[config.mk]
export PLATFORM = sky130hd
export DESIGN_NAME = fifo_rd_stream
export DESIGN_NICKNAME = d
export VERILOG_FILES = /design/src/rtl/fifo_rd_stream.sv
export SDC_FILE = /design/constraint.sdc
export NUM_CORES = 1
export LEC_CHECK = 0
export ABC_AREA = 1
export CORE_MARGIN = 2
export CORE_UTILIZATION = 53
export DETAILED_ROUTE_END_ITERATION = 16
export PLACE_DENSITY = 0.85
export SLEW_MARGIN = 20
export SYNTH_ARGS = -nofsm -noshare
export SYNTH_HDL_FRONTEND = slang
export SYNTH_SLANG_ARGS = --single-unit
[constraint.sdc]
create_clock -name rclk -period 2.5 [get_ports rclk]
set_clock_uncertainty 0.05 [all_clocks]
set_input_delay 0.75 -clock rclk [delete_from_list [all_inputs] [get_ports rclk]]
set_output_delay 0.75 -clock rclk [all_outputs]
set_load 0.02 [all_outputs]
[src/rtl/fifo_rd_stream.sv]
// fifo_rd_stream: read-side drain engine popping a FIFO into a 2-entry
// registered valid/ready output buffer, with a delivered-word counter.
// Ports: rclk/rrst_n clock and async active-low reset; rempty/rdata/rinc
// FIFO read port; ren drain enable; flush discards buffered words;
// m_valid/m_data/m_ready output stream; occ occupancy; pop_count delivered.
module fifo_rd_stream #(
  parameter int DSIZE = 8,
  parameter int CNTW  = 16
) (
  input  logic             rclk,
  input  logic             rrst_n,
  input  logic             rempty,
  input  logic [DSIZE-1:0] rdata,
  output logic             rinc,
  input  logic             ren,
  input  logic             flush,
  output logic             m_valid,
  output logic [DSIZE-1:0] m_data,
  input  logic             m_ready,
  output logic [1:0]       occ,
  output logic [CNTW-1:0]  pop_count
);

  typedef enum logic [1:0] {
    EMPTY = 2'd0,
    ONE   = 2'd1,
    TWO   = 2'd2
  } state_t;

  state_t           state;
  state_t           state_nx;
  logic [DSIZE-1:0] buf0;
  logic [DSIZE-1:0] buf1;
  logic [DSIZE-1:0] buf0_nx;
  logic [DSIZE-1:0] buf1_nx;
  logic             valid_q;
  logic             deq;

  assign m_valid = valid_q;
  assign m_data  = buf0;
  assign occ     = state;
  assign deq     = valid_q & m_ready;

  // In TWO a pop is only safe when the head leaves in the same cycle.
  assign rinc = rrst_n & ren & ~rempty & ~flush
              & ((state != TWO) | m_ready);

  always_comb begin
    state_nx = state;
    buf0_nx  = buf0;
    buf1_nx  = buf1;
    if (flush) begin
      state_nx = EMPTY;
    end else begin
      unique case (state)
        EMPTY: begin
          if (rinc) begin
            buf0_nx  = rdata;
            state_nx = ONE;
          end
        end
        ONE: begin
          unique case (1'b1)
            (rinc & ~deq): begin
              buf1_nx  = rdata;
              state_nx = TWO;
            end
            (rinc & deq): begin
              buf0_nx = rdata;
            end
            (~rinc & deq): begin
              state_nx = EMPTY;
            end
            default: ;
          endcase
        end
        TWO: begin
          if (deq) begin
            buf0_nx = buf1;
            if (rinc) begin
              buf1_nx = rdata;
            end else begin
              state_nx = ONE;
            end
          end
        end
        default: state_nx = EMPTY;
      endcase
    end
  end

  always_ff @(posedge rclk or negedge rrst_n) begin
    if (!rrst_n) begin
      state   <= EMPTY;
      buf0    <= '0;
      buf1    <= '0;
      valid_q <= 1'b0;
    end else begin
      state   <= state_nx;
      buf0    <= buf0_nx;
      buf1    <= buf1_nx;
      valid_q <= (state_nx != EMPTY);
    end
  end

  always_ff @(posedge rclk or negedge rrst_n) begin
    if (!rrst_n) begin
      pop_count <= '0;
    end else if (deq) begin
      pop_count <= pop_count + CNTW'(1);
    end
  end

endmodule

==> results list <==
- The synthesized design contains 0 enable-type register cells.
* DRT antenna net count: 0
* Upper clock frequency limit: 411.1 MHz
* Cell Area, Placed: 2292 sq um
- The run finished with clean final reports.
- The longest clock path from root to sink contains 2 buffers.
- Clock group share of total power: 26.7%
- Setup-failing EPs final: 0
- Final worst-path cycle share: 97.31%
* Max-capacitance violation count: 0
- Largest delay contributor family on the critical path: buffers and inverters
- In the routed design, unresolved DRC markers number 0.
- Switching pwr: 394.3 uW
- Clock buffers created by TritonCTS: 5
- # clock sinks: 35
- STA puts the critical path data required time at 1700 ps.
* Clk Latency, worst-skew pair: 340 ps
- Post-synthesis cell area: 1747 sq um
- The routed design has 3497 um of wire.
- Num ports: 42
* Sum of net half-perimeters after detailed placement: 2639 um
* Root buffer cell: sky130_fd_sc_hd__clkbuf_4
- Together, buffers and inverters on the worst path number 2.
- Pin count of the biggest net entering global routing: 36
* Switching share of total power: 29.66%
- Synth top cells by count: sky130_fd_sc_hd__nand2_1, sky130_fd_sc_hd__dfrtp_1, sky130_fd_sc_hd__nand3_1
- The congestion estimate from routability-driven global placement came to 0.8719.
- Synth async-reset ratio: 100.0%
- In this run the tool buffered the top-level ports with 41 buffer cells.
- Via/cell ratio: 4.829
* First-pass GRT wire length: 5809 um
- In this run, the number of DRC markers left after iteration 0 of detailed routing was 53.
- Horizontal extent of the die: 61.41 um
- Tracing the worst setup path back leads to its startpoint at flush.
- Met3 track demand over resource: 4.412%
- The detailed router placed 1521 vias in this run.
- The worst hold path begins at m_data[1].
- Final Critical Period: 2433 ps
- Yosys warnings: 0
* CP endpoint kind: primary output
- Synthesis-to-finish area growth: 35.53%
* Most Used Layer, Global Route: met2
* Met2 Resource Use GR: 34.04%
* Proportion of netlist area held by the largest area contributor: 50.14%
* Internal power summed over all cells: 935.0 uW
- The biggest area contributor in the post-synthesis netlist is sky130_fd_sc_hd__dfrtp_1.
* Fin util: 76.29%
* Most frequent cell after synthesis: sky130_fd_sc_hd__nand2_1
- After clock tree synthesis, the clock-pin slew on the worst setup and hold paths is 100 ps.
- Wire per inst: 11.10 um
* Largest stage delay, worst path: 440 ps
* Via count of the first global-routing pass: 1382
- Peak ir drop on the vdd network: 0.4145 mV
* Hold WS: 429.4 ps
* Crit Path Class: in2out
* Fraction of power consumed by combinational cells: 22.9%
* Deepest level of the CTS H-tree: 2
- CTS tree: built
* Post-CTS Setup Bufs: 0
- Row generation in the floorplan step produced 20 rows.
- Power spread over the standard cell area amounts to 561.5 nW/um^2.
- In this run, synthesis produced a sequential element count of 35.
* Sequential element share of the synthesized area: 50.14%
- For this run, the post-layout net count is 286.
- Dominant register cell in the synthesized netlist: sky130_fd_sc_hd__dfrtp_1
- Fraction of final layout cells sized beyond drive strength 1: 14.76%
* Pleak: 1.204 nW
* Relative max-transition margin: 70.95%
- Before antenna repair, the detailed router went through 4 iterations.
* Part of the power in registers: 50.4%
- Setup repair after global routing missed its margin: false
- Data arrival, critical path: 1630 ps
- After routing the design area is 2367 sq um.
- In this run the worst hold path is classified as reg2reg.
- Nets in the synthesized netlist: 228
- Crit-path cells: clkdlybuf4s50_1, nor2_2, nand2_2, nor2_1, buf_4
- Max FO, Critical Path: 2
- Hold Violations, Final: 0
* Startpoint type of the worst setup path: input pin
* Die H: 61.41 um
- Die footprint: 3771 sq um
- Synth cell types: 23
- Biggest area contributors in the synthesized netlist: sky130_fd_sc_hd__dfrtp_1, sky130_fd_sc_hd__nand2_1, sky130_fd_sc_hd__nand3_1
* Cell with the largest stage delay on the worst path: sky130_fd_sc_hd__clkdlybuf4s50_1
- Initial antenna violation count: 0
* Overall fraction of global-route tracks in use: 20.91%
* Synth Instances: 212
- In this run the standard cell core region covers 3103 sq um.
- Mean Syn Cell Area: 8.239 sq um
- Final Max Tran Viols: 0
- The worst register-to-register path begins at occ[0].
- Slew at the pin with the worst max-slew slack: 435.8 ps
- Grt total ovfl: 0
- Global routing consumed, on the met1 layer, 27.93% of the routing resources.
- The initial utilization of the core area, before any placement, comes to 56.29%.
- Antenna cells: 0
-- layout by cell type, fill, tap and decap left out --
cell | Yosys | layout
sky130_fd_sc_hd__nor2_2 | 6 | 7
sky130_fd_sc_hd__clkbuf_8 | 0 | 2
sky130_fd_sc_hd__inv_2 | 2 | 2
sky130_fd_sc_hd__nor2_4 | 1 | 1
sky130_fd_sc_hd__clkinvlp_4 | 0 | 1
sky130_fd_sc_hd__ha_1 | 2 | 2
sky130_fd_sc_hd__nand3_1 | 21 | 21
sky130_fd_sc_hd__o21a_1 | 1 | 1
sky130_fd_sc_hd__dlymetal6s2s_1 | 0 | 1
sky130_fd_sc_hd__nor2_1 | 7 | 6
sky130_fd_sc_hd__clkbuf_4 | 0 | 5
sky130_fd_sc_hd__clkinv_1 | 1 | 1
sky130_fd_sc_hd__o21ai_4 | 1 | 1
sky130_fd_sc_hd__nand3_2 | 1 | 1
sky130_fd_sc_hd__dfrtp_1 | 35 | 35
sky130_fd_sc_hd__inv_1 | 11 | 11
sky130_fd_sc_hd__nor3_1 | 2 | 2
sky130_fd_sc_hd__o21ai_1 | 2 | 2
sky130_fd_sc_hd__nand3b_1 | 1 | 1
sky130_fd_sc_hd__buf_4 | 0 | 13
sky130_fd_sc_hd__clkdlybuf4s50_1 | 0 | 39
sky130_fd_sc_hd__nand2_2 | 4 | 4
sky130_fd_sc_hd__nand2_4 | 3 | 3
sky130_fd_sc_hd__a21oi_1 | 5 | 5
sky130_fd_sc_hd__xor2_1 | 5 | 5
sky130_fd_sc_hd__nand4_1 | 3 | 3
sky130_fd_sc_hd__nand2_1 | 89 | 89
sky130_fd_sc_hd__xnor2_1 | 7 | 7
-- final timing paths --
kind / slack, ps / cells after the start / end
max: 70 / 5 / rinc
min: 430 / 2 / m_data[1]
max reg2reg: 640 / 11 / buf1[1]
min reg2reg: 430 / 2 / m_data[1]
max in group asynchronous: 1640 / 2 / buf1[2]
min in group asynchronous: 450 / 2 / pop_count[3]
-- sequential cells by signal, indices dropped and copies added, names as in the netlist --
signal     flops
occ            2
pop_count     16
m_data         8
buf1           8
m_valid        1
-- timing repair --
item	CTS	global route
gates resized for setup	5	2
hold buffers	0	0
endpoints found under the setup margin	1	1
pin swaps	0	1
-- cell families after synthesis --
group / after synthesis / share of synthesized area, %
adder cells (fa/ha/maj): 2 / 1.432
buffers and inverters: 16 / 3.582
AO/OA/AOI/OAI: 9 / 3.367
AND/OR/NAND/NOR: 138 / 35.46
flip-flops: 35 / 50.14
XOR/XNOR: 12 / 6.017
-- power by group through the flow --
| stage | Combinational, mW | Clock (mW) | Sequential (mW) |
|---|---|---|---|
| 6_report | 0.304 | 0.355 | 0.670 |
| 5_1_grt | 0.327 | 0.391 | 0.677 |
| 4_1_cts | 0.308 | 0.368 | 0.671 |
| 3_5_place_dp | 0.306 | 0 | 0.682 |
| 3_3_place_gp | 0.303 | 0 | 0.680 |
| 2_1_floorplan | 0.0752 | 0 | 0.738 |
-- per-layer routing --
layer  wire length [um]  vias to the layer above
met3                127                        7
li1                   -                      790
met2               1660                       43
met4                 59                        0
met5                  0                        -
met1               1649                      681
-- stage by stage --
| step | total power, mW | setup TNS (ps) | std cells | setup slack [ps] |
|---|---|---|---|---|
| floorplan | 0.8130 | 0 | 212 | 384.4 |
| global placement | 0.9834 | -941.6 | 307 | -427.0 |
| detailed placement | 0.9881 | -1204 | 307 | -440.6 |
| CTS | 1.346 | 0 | 315 | 1.484 |
| global route | 1.395 | 0 | 315 | 6.635 |
| finish | 1.329 | 0 | 315 | 67.35 |
-- cell type report --
cell class / instances / area [sq um]
sequential: 35 / 875.8
inverter: 14 / 52.55
clock inverter: 1 / 7.507
fill: 259 / 735.7
clock buffer: 7 / 65.06
timing repair buffer: 53 / 500.5
multi-input combinational: 161 / 810.8
tap: 44 / 55.05
-- worst min-delay path, stage by stage, from the launching register on --
cell                      delay [ps]
sky130_fd_sc_hd__dfrtp_1         350
sky130_fd_sc_hd__nand2_1          50
sky130_fd_sc_hd__nand2_1          50
(Power assumes the default switching activity.)
